### config.mk
export PLATFORM = sky130hd
export DESIGN_NAME = muldiv_seq
export DESIGN_NICKNAME = d
export VERILOG_FILES = /design/src/rtl/muldiv_seq_pkg.sv /design/src/rtl/muldiv_seq_step.sv /design/src/rtl/muldiv_seq.sv
export SDC_FILE = /design/constraint.sdc
export NUM_CORES = 1
export LEC_CHECK = 0
export CORE_MARGIN = 3
export CORE_UTILIZATION = 52
export DETAILED_ROUTE_END_ITERATION = 7
export GPL_TIMING_DRIVEN = 0
export PLACE_DENSITY = 0.83
export SYNTH_ARGS = -nofsm -noshare
export SYNTH_HDL_FRONTEND = slang
export SYNTH_SLANG_ARGS = --single-unit
### constraint.sdc
create_clock -name i_clk -period 4.6 [get_ports i_clk]
set_input_delay 0.92 -clock i_clk [delete_from_list [all_inputs] [get_ports i_clk]]
set_output_delay 0.92 -clock i_clk [all_outputs]
set_load 0.005 [all_outputs]
### src/rtl/muldiv_seq_pkg.sv
// Shared CPU package: ALU funct/aluconf constants plus the HI/LO
// multiply/divide unit's funct codes, FSM state type and iteration count.
package muldiv_seq_pkg;

    // ALU R-type funct codes
    localparam logic [5:0] FUNCT_ADDU  = 6'h21;
    localparam logic [5:0] FUNCT_SUBU  = 6'h23;
    localparam logic [5:0] FUNCT_AND   = 6'h24;
    localparam logic [5:0] FUNCT_OR    = 6'h25;
    localparam logic [5:0] FUNCT_SLT   = 6'h2A;

    // ALU operation select
    typedef enum logic [2:0] {
        ALUCONF_ADD,
        ALUCONF_SUB,
        ALUCONF_AND,
        ALUCONF_OR,
        ALUCONF_SLT
    } aluconf_t;

    // HI/LO unit funct codes
    localparam logic [5:0] FUNCT_MFHI  = 6'h10;
    localparam logic [5:0] FUNCT_MTHI  = 6'h11;
    localparam logic [5:0] FUNCT_MFLO  = 6'h12;
    localparam logic [5:0] FUNCT_MTLO  = 6'h13;
    localparam logic [5:0] FUNCT_MULT  = 6'h18;
    localparam logic [5:0] FUNCT_MULTU = 6'h19;
    localparam logic [5:0] FUNCT_DIV   = 6'h1A;
    localparam logic [5:0] FUNCT_DIVU  = 6'h1B;

    localparam int unsigned MULDIV_ITERS = 32;

    typedef enum logic [1:0] {
        ST_IDLE,
        ST_RUN,
        ST_FIX,
        ST_DONE
    } muldiv_state_t;

    // Magnitude of v when treated as signed (sgn=1); v unchanged otherwise.
    function automatic logic [31:0] abs32(input logic [31:0] v, input logic sgn);
        return (sgn && v[31]) ? (~v + 32'd1) : v;
    endfunction

endpackage

### src/rtl/muldiv_seq_step.sv
// muldiv_step: one combinational radix-2 iteration.
//   is_div   : 1 = restoring divide step, 0 = shift-add multiply step
//   acc      : multiply -> {partial_hi, multiplier}, divide -> {remainder, dividend/quotient}
//   opnd     : multiplicand (multiply) or divisor (divide)
//   acc_next : accumulator after this iteration
module muldiv_step (
    input  logic        is_div,
    input  logic [63:0] acc,
    input  logic [31:0] opnd,
    output logic [63:0] acc_next
);

    logic [32:0] sum;
    logic [32:0] shifted;
    logic [32:0] diff;

    always_comb begin
        sum      = {1'b0, acc[63:32]} + (acc[0] ? {1'b0, opnd} : 33'd0);
        // Remainder shifted left with the next dividend bit brought in.
        shifted  = acc[63:31];
        diff     = shifted - {1'b0, opnd};
        acc_next = '0;
        if (is_div) begin
            // Remainder stays below the divisor, so the restored value fits 32 bits.
            if (!diff[32])
                acc_next = {diff[31:0], acc[30:0], 1'b1};
            else
                acc_next = {shifted[31:0], acc[30:0], 1'b0};
        end else begin
            acc_next = {sum, acc[31:1]};
        end
    end

endmodule

### src/rtl/muldiv_seq.sv
// muldiv_seq: sequential MIPS HI/LO multiply/divide unit.
// Build option: define MULDIV_FAST_MUL_EN to compute MULT/MULTU with a single
// full 32x32 multiply in one RUN cycle (division stays iterative).
// Ports:
//   i_clk, i_rst_n : clock, asynchronous active-low reset
//   i_start        : operation in i_funct is valid this cycle
//   i_funct        : MIPS funct code (MULT/MULTU/DIV/DIVU/MFHI/MTHI/MFLO/MTLO)
//   i_a, i_b       : rs / rt operands
//   i_flush        : abort the in-flight operation
//   o_busy         : HI/LO not yet valid
//   o_done         : one-cycle pulse when a mul/div updates HI/LO
//   o_hi, o_lo     : architectural HI/LO
//   o_rdata        : HI for MFHI, LO for MFLO, else 0
module muldiv_seq
    import muldiv_seq_pkg::*;
(
    input  logic        i_clk,
    input  logic        i_rst_n,
    input  logic        i_start,
    input  logic [5:0]  i_funct,
    input  logic [31:0] i_a,
    input  logic [31:0] i_b,
    input  logic        i_flush,
    output logic        o_busy,
    output logic        o_done,
    output logic [31:0] o_hi,
    output logic [31:0] o_lo,
    output logic [31:0] o_rdata
);

    muldiv_state_t state, state_nxt;

    logic [4:0]  cnt;
    logic [63:0] acc;
    logic [63:0] acc_step;
    logic [31:0] opnd;
    logic        is_div;
    logic        neg_res;
    logic        neg_rem;
    logic        div_zero;
    logic [31:0] hi, lo;

    logic        accept;
    logic        is_md_funct;
    logic        is_div_funct;
    logic        is_signed_funct;
    logic        sign_a, sign_b;
    logic        last_iter;
    logic [63:0] prod_fix;
    logic [31:0] quo_fix, rem_fix;

    assign accept          = (state == ST_IDLE) && i_start && !i_flush;
    assign is_md_funct     = (i_funct == FUNCT_MULT) || (i_funct == FUNCT_MULTU) ||
                             (i_funct == FUNCT_DIV)  || (i_funct == FUNCT_DIVU);
    assign is_div_funct    = (i_funct == FUNCT_DIV)  || (i_funct == FUNCT_DIVU);
    assign is_signed_funct = (i_funct == FUNCT_MULT) || (i_funct == FUNCT_DIV);
    assign sign_a          = is_signed_funct && i_a[31];
    assign sign_b          = is_signed_funct && i_b[31];

`ifdef MULDIV_FAST_MUL_EN
    assign last_iter = !is_div || (cnt == 5'(MULDIV_ITERS - 1));
`else
    assign last_iter = (cnt == 5'(MULDIV_ITERS - 1));
`endif

    muldiv_step u_step (
        .is_div   (is_div),
        .acc      (acc),
        .opnd     (opnd),
        .acc_next (acc_step)
    );

    // Sign correction applied in FIX.
    always_comb begin
        prod_fix = neg_res ? (~acc + 64'd1) : acc;
        quo_fix  = neg_res ? (~acc[31:0] + 32'd1) : acc[31:0];
        rem_fix  = neg_rem ? (~acc[63:32] + 32'd1) : acc[63:32];
    end

    always_ff @(posedge i_clk or negedge i_rst_n) begin
        if (!i_rst_n)
            state <= ST_IDLE;
        else
            state <= state_nxt;
    end

    always_comb begin
        state_nxt = state;
        o_busy    = (state != ST_IDLE);
        o_done    = (state == ST_DONE);
        case (state)
            ST_IDLE: if (accept && is_md_funct) state_nxt = ST_RUN;
            ST_RUN: begin
                if (i_flush)        state_nxt = ST_IDLE;
                else if (last_iter) state_nxt = ST_FIX;
            end
            ST_FIX:  state_nxt = i_flush ? ST_IDLE : ST_DONE;
            ST_DONE: state_nxt = ST_IDLE;
            default: state_nxt = ST_IDLE;
        endcase
    end

    always_ff @(posedge i_clk or negedge i_rst_n) begin
        if (!i_rst_n) begin
            cnt      <= '0;
            acc      <= '0;
            opnd     <= '0;
            is_div   <= 1'b0;
            neg_res  <= 1'b0;
            neg_rem  <= 1'b0;
            div_zero <= 1'b0;
            hi       <= '0;
            lo       <= '0;
        end else begin
            case (state)
                ST_IDLE: begin
                    if (accept && is_md_funct) begin
                        // Multiply: opnd=|a| multiplicand, acc lo=|b| multiplier.
                        // Divide:   opnd=|b| divisor,      acc lo=|a| dividend.
                        cnt      <= '0;
                        is_div   <= is_div_funct;
                        neg_res  <= sign_a ^ sign_b;
                        neg_rem  <= sign_a;
                        div_zero <= (i_b == '0);
                        if (is_div_funct) begin
                            opnd <= abs32(i_b, sign_b);
                            acc  <= {32'd0, abs32(i_a, sign_a)};
                        end else begin
                            opnd <= abs32(i_a, sign_a);
                            acc  <= {32'd0, abs32(i_b, sign_b)};
                        end
                    end else if (accept && i_funct == FUNCT_MTHI) begin
                        hi <= i_a;
                    end else if (accept && i_funct == FUNCT_MTLO) begin
                        lo <= i_a;
                    end
                end
                ST_RUN: begin
                    if (!i_flush) begin
                        cnt <= cnt + 5'd1;
`ifdef MULDIV_FAST_MUL_EN
                        if (is_div)
                            acc <= acc_step;
                        else
                            acc <= {32'd0, opnd} * {32'd0, acc[31:0]};
`else
                        acc <= acc_step;
`endif
                    end
                end
                ST_FIX: begin
                    if (!i_flush) begin
                        if (is_div) begin
                            // With a zero divisor every trial subtract succeeds, leaving
                            // |a| as remainder; sign fix restores i_a, LO is forced to all ones.
                            lo <= div_zero ? '1 : quo_fix;
                            hi <= rem_fix;
                        end else begin
                            hi <= prod_fix[63:32];
                            lo <= prod_fix[31:0];
                        end
                    end
                end
                default: ;
            endcase
        end
    end

    always_comb begin
        case (i_funct)
            FUNCT_MFHI: o_rdata = hi;
            FUNCT_MFLO: o_rdata = lo;
            default:    o_rdata = '0;
        endcase
    end

    assign o_hi = hi;
    assign o_lo = lo;

endmodule

Yosys cells after proc, flatten, opt, wreduce, memory -nomap -nowiden
Index checks and enable logic that the tools add are counted.
{"block": "classes", "n_addsub": 8, "multipliers": 0, "div": 0, "n_lt_le_gt_ge": 0, "eq_ne": 20, "shifts": 0, "mux": 34, "bitwise_logic": 6, "reduce_logical": 25}
{"cell": "$mux W32", "n": 17}
{"cell": "$mux W64", "n": 5}
{"cell": "$pmux W32 S2", "n": 3}
{"cell": "$add A32 B1 Y32 const B", "n": 4}
{"cell": "$not A32 Y32", "n": 4}
{"cell": "$pmux W64 S2", "n": 1}
{"cell": "$add A64 B1 Y64 const B", "n": 1}
{"cell": "$not A64 Y64", "n": 1}
{"cell": "$eq A6 B5 Y1 const B", "n": 8}
{"cell": "$add A32 B33 Y33", "n": 1}
{"cell": "$sub A33 B32 Y33", "n": 1}
{"cell": "$logic_not A32 Y1", "n": 1}
{"cell": "$mux W5", "n": 2}
{"cell": "$pmux W5 S2", "n": 1}
{"cell": "$logic_and A1 B1 Y1", "n": 9}
{"cell": "$mux W2", "n": 4}
{"cell": "$ne A2 B2 Y1 const B", "n": 4}
{"cell": "$pmux W2 S4", "n": 1}
{"cell": "$ne A2 B1 Y1 const B", "n": 3}
{"cell": "$reduce_bool A2 Y1", "n": 3}
{"cell": "$add A5 B1 Y5 const B", "n": 1}
{"cell": "$eq A5 B5 Y1 const B", "n": 1}
{"cell": "$logic_or A1 B1 Y1", "n": 5}
{"cell": "$reduce_and A5 Y1", "n": 1}
{"cell": "other kinds (9)", "n": 11}
{"block": "word_totals", "register_bits": 171, "latchBits": 0, "mem_bits_rw": 0, "romBits": 0, "input_bits": 74, "memories": 0}

Longest topological paths before layout
{"block": "logic_depth", "ltp_word": 8, "depth_mapped": 16, "ltp_nobuf": 14}

Cells and area by module
From an unflattened synthesis, not the netlist that was laid out.
{"block": "unflattened", "hier_cells": 2048, "hier_area_um2": 15818.9}
{"mod": "muldiv_seq", "n_inst": 1, "cells_per_inst": 1373, "area_per_inst_um2": 11335.9}
{"mod": "muldiv_step", "n_inst": 1, "cells_per_inst": 675, "area_per_inst_um2": 4483.0}

Least setup slack after synthesis
OpenSTA, ideal clock, no wires.
{"block": "synth_timing", "path_type": "reg2reg", "start": "reg acc[31]", "end": "reg acc[34]", "setup_time_ns": 0.124, "t_arrival_ns": 3.101, "path_slack_ns": 1.375, "stages_incl_launch_ff": 15, "path_buffers": 1, "period_less_slack_ns": 3.225, "path_cell_list": "dfrtp_1 -> inv_1 -> ha_1 -> fa_1 -> nor2b_1 -> o31a_1 -> a2111oi_4 -> o311a_4 -> o211ai_4 -> a21oi_2 -> o211ai_4 -> buf_8 -> mux2i_1 -> nor2_1 -> a211o_1"}
{"block": "synth_between", "elab_chain_cells": 5}
{"item": "start: declaration", "line": "muldiv_seq.sv:34", "source": "logic [63:0] acc;"}
{"item": "start signal: assignment", "line": "muldiv_seq.sv:127", "source": "acc <= {32'd0, abs32(i_a, sign_a)};"}
{"item": "start signal: assignment", "line": "muldiv_seq.sv:130", "source": "acc <= {32'd0, abs32(i_b, sign_b)};"}
{"item": "start signal: assignment", "line": "muldiv_seq.sv:147", "source": "acc <= acc_step;"}
{"item": "$sub A33 B32 Y33", "line": "muldiv_seq_step.sv:21", "source": "diff = shifted - {1'b0, opnd};"}
{"item": "$mux W64", "line": "muldiv_seq_step.sv:25", "source": "if (!diff[32])"}
{"item": "$mux W64", "line": "muldiv_seq_step.sv:23", "source": "if (is_div) begin"}
{"item": "$mux W64", "line": "muldiv_seq.sv:139", "source": "if (!i_flush) begin"}
{"item": "$pmux W64 S2", "line": "muldiv_seq.sv:115", "source": "case (state)"}
Every way passes these cells. The select of a mux whose other input is x is not followed.
A chain may end at the register's enable or synchronous reset.

Worst setup path after layout
{"block": "layout_timing", "start": "in i_funct[3]", "end": "out o_rdata[8]"}
{"block": "layout_between", "elab_chain_cells": 2}
{"item": "start: declaration", "line": "muldiv_seq.sv:20", "source": "input logic [5:0] i_funct,"}
{"item": "$eq A6 B5 Y1", "line": "muldiv_seq.sv:170", "source": "case (i_funct)"}
{"item": "$pmux W32 S2 *", "line": "muldiv_seq.sv:170"}
{"item": "end: declaration", "line": "muldiv_seq.sv:28", "source": "output logic [31:0] o_rdata"}
Every way passes the cells marked *; elsewhere a longest branch is shown, timed or not.

==> flow_summary.json <==
{
  "min_path_type": "in -> async",
  "clockRootBuffer": "clkbuf_16",
  "route.detailed.drc": 0,
  "drt_first_pass_iters": 6,
  "cp_max_fo": 10,
  "async_flop_share": 1.00,
  "path_clk_slew_ns": 0.08,
  "crit_start": "i_funct[3]",
  "design_area_mm2": 0.0182,
  "die_h_um": 178,
  "cp-start-kind": "input port",
  "pwr-share-comb": 0.550,
  "ys_seq_area_frac": 0.278,
  "drive_gt1_frac": 0.0320,
  "holdBufCountCts": 0,
  "dr_total_vias": 17000,
  "grt_util_all_layers": 0.399,
  "syn_area_mm2": 0.0154,
  "htree_levels": 4,
  "tightest_slew_ns": 1.32,
  "synth_cell_types": 80,
  "yosys-top-cells-area": "dfrtp_1, xnor2_1, o21ai_0",
  "ant_nets": 0,
  "via_per_inst": 6.55,
  "num_antenna_cells": 0,
  "synth_fp_nets": 2163,
  "syn_avg_cell_area_um2": 7.64,
  "routed_wl_mm": 64.8,
  "io_pins": 172,
  "nets": 2350,
  "tritoncts": "done",
  "ir_drop_mv": 0.372,
  "ys_ff_latch": 171,
  "synthCells": 2017,
  "die_area_mm2": 0.0317,
  "maxSlewViolCount": 0,
  "p_leak_nw": 7.66,
  "cp-end-kind": "output port",
  "cts_buffer_depth": 2,
  "switchingPower_mw": 4.25,
  "finalSetupViolations": 0,
  "crit_type": "in -> out",
  "synth_top_area_frac": 0.278,
  "synth-edff-count": 0,
  "core_mm2": 0.0289,
  "utilization": 0.627,
  "arrival_ns": 3.66,
  "cts.repair.resized": 0,
  "maxSlewHeadroom": 0.111,
  "rsz0062_at_grt": "false",
  "antenna_found_initial": 1,
  "min_period_ns": 4.58,
  "ys_warn_count": 0,
  "wl_per_cell_um": 24.9,
  "synth-main-ff-cell": "dfrtp_1",
  "power_density_mw_per_mm2": 479,
  "postCtsSetupBuffers": 0,
  "initial_core_util": 0.532,
  "grt_pass1_wl_mm": 95.7,
  "drt_iter0_markers": 2351,
  "yosys.area.top_type": "dfrtp_1",
  "finalCritPeriodShare": 0.996,
  "status": "finished clean",
  "clock_power_share": 0.169,
  "crit_required_ns": 3.68,
  "area_growth_pct": 17.9,
  "nFillCells": 2615,
  "row_count": 62,
  "hold_violations": 0,
  "place.gp.congestion": 1.03,
  "worstReg2RegStart": "acc[0]",
  "p_sw_frac": 0.488,
  "clock_skew_ns": 0.0168,
  "grt_max_degree": 102,
  "cts_made_buffers": 17,
  "port_buffers": 167,
  "dp_hpwl_mm": 51.1,
  "die_w_um": 178,
  "drv_cap": 0,
  "clk-insertion-delay-late_ns": 0.45,
  "cts_sinks": 171,
  "pwr-share-seq": 0.282,
  "max_clock_freq_mhz": 218,
  "p_int_mw": 4.46,
  "grt_pass1_vias": 15800,
  "globalRouteOverflowTotal": 0,
  "dpl_cell_area_mm2": 0.0176
}
-- worst max-delay path, cell delays in order --
cell	delay (ns)
clkdlybuf4s50_1	0.42
nor4b_1	0.78
nand2b_1	0.36
clkbuf_1	0.44
nor2_1	0.20
clkdlybuf4s50_1	0.54
-- area by class of cell --
| cell class | instances | area (um2) | share of cell area |
|---|---|---|---|
| repair buffers | 168 | 1700 | 0.0939 |
| clock buffers | 17 | 425 | 0.0234 |
| clock inverters | 15 | 140 | 0.00772 |
| multi-input cells | 1648 | 10300 | 0.569 |
| flip-flops and latches | 171 | 4280 | 0.236 |
| plain buffers | 129 | 528 | 0.0291 |
| well taps | 384 | 480 | 0.0265 |
| inverters | 69 | 259 | 0.0143 |
-- state kept, by name, indices dropped and copies added, names as in the netlist --
signal / flops
neg_res: 1
div_zero: 1
o_hi: 32
state: 2
acc: 64
is_div: 1
opnd: 32
o_lo: 32
cnt: 5
neg_rem: 1
-- cells in the mapped netlist (6+ instances only) --
master / n
o31ai_1: 25
o221ai_1: 17
xor2_1: 58
a22oi_1: 16
and3_1: 10
o41ai_1: 14
dfrtp_1: 171
or4_1: 6
a31oi_1: 23
o22ai_1: 33
clkbuf_1: 114
nor2_1: 246
nor3b_1: 6
o21ai_0: 197
or3_1: 14
o21a_1: 6
nand2b_1: 24
mux2i_1: 90
inv_1: 69
nor4_1: 15
o21bai_1: 9
xnor2_1: 114
ha_1: 70
a211oi_1: 6
a21o_1: 34
a221oi_1: 6
nor3_1: 50
o31a_1: 7
nand4_1: 14
nand3_1: 30
nor2b_1: 9
o211ai_1: 10
and2_1: 12
a21oi_1: 180
nand2_1: 224
-- layout by cell type (no fill, tap or decap), types with 12 or more instances in the layout --
| cell | count |
|---|---|
| and2_1 | 12 |
| nor4_1 | 15 |
| xnor2_1 | 114 |
| nor2_1 | 246 |
| a21o_1 | 34 |
| xor2_1 | 58 |
| nand4_1 | 14 |
| dfrtp_1 | 171 |
| o41ai_1 | 14 |
| o21ai_0 | 197 |
| clkdlybuf4s50_1 | 166 |
| or3_1 | 14 |
| o31ai_1 | 25 |
| o22ai_1 | 33 |
| a31oi_1 | 23 |
| nor3_1 | 50 |
| ha_1 | 70 |
| nand2b_1 | 24 |
| inv_1 | 69 |
| mux2i_1 | 90 |
| nand3_1 | 30 |
| a21oi_1 | 180 |
| o221ai_1 | 17 |
| clkbuf_1 | 111 |
| clkbuf_16 | 17 |
| nand2_1 | 224 |
| a22oi_1 | 16 |
-- path summary, 6_finish.rpt --
| check | to | depth (start not counted) | slack [ns] |
|---|---|---|---|
| max in group asynchronous | opnd[31] | 2 | 3.24 |
| min | o_lo[20] | 1 | 0.40 |
| min reg2reg | opnd[15] | 2 | 0.49 |
| max reg2reg | acc[62] | 16 | 0.29 |
| max | o_rdata[8] | 6 | 0.02 |
| min in group i_clk | opnd[15] | 2 | 0.49 |
-- through the flow --
step	hold WS [ns]	setup TNS (ns)	total power [mW]	cells	setup slack, ns
global placement	0.467	-818.41	6.95	2568	-4.80
finish	0.397	0	8.70	2601	0.0185
detailed placement	0.475	-0.165	7.03	2569	-0.165
CTS	0.441	0	8.47	2601	0.0332
floorplan	0.450	0	5.47	2017	1.37
global route	0.443	0	9.15	2601	0.0494
-- power by group through the flow --
stage / clock (mW) / sequential (mW) / combinational, mW
2_1_floorplan: 0 / 2.18 / 3.29
3_5_place_dp: 0 / 2.42 / 4.61
5_1_grt: 1.51 / 2.46 / 5.17
4_1_cts: 1.44 / 2.39 / 4.64
3_3_place_gp: 0 / 2.41 / 4.54
6_report: 1.47 / 2.45 / 4.79
-- kinds of logic after synthesis --
| kind of cell | count (synthesis) | synth area share |
|---|---|---|
| buffers and inverters | 198 | 0.0509 |
| AND/OR/NAND/NOR | 685 | 0.203 |
| XOR/XNOR | 172 | 0.0978 |
| flip-flops | 171 | 0.278 |
| adder cells (fa/ha/maj) | 72 | 0.0595 |
| multiplexers | 93 | 0.0607 |
| AO/OA/AOI/OAI | 626 | 0.251 |
-- routing by layer --
metal | track usage | share of wire | up-vias | wire, um
li1 | - | - | 7578 | -
met1 | 0.548 | 0.40 | 8072 | 25800
met2 | 0.589 | 0.42 | 1187 | 27400
met3 | 0.109 | 0.13 | 192 | 8550
met4 | 0.176 | 0.047 | 2 | 3070
met5 | 0 | 0.00022 | - | 14
Power figures use the tool's default switching activity.
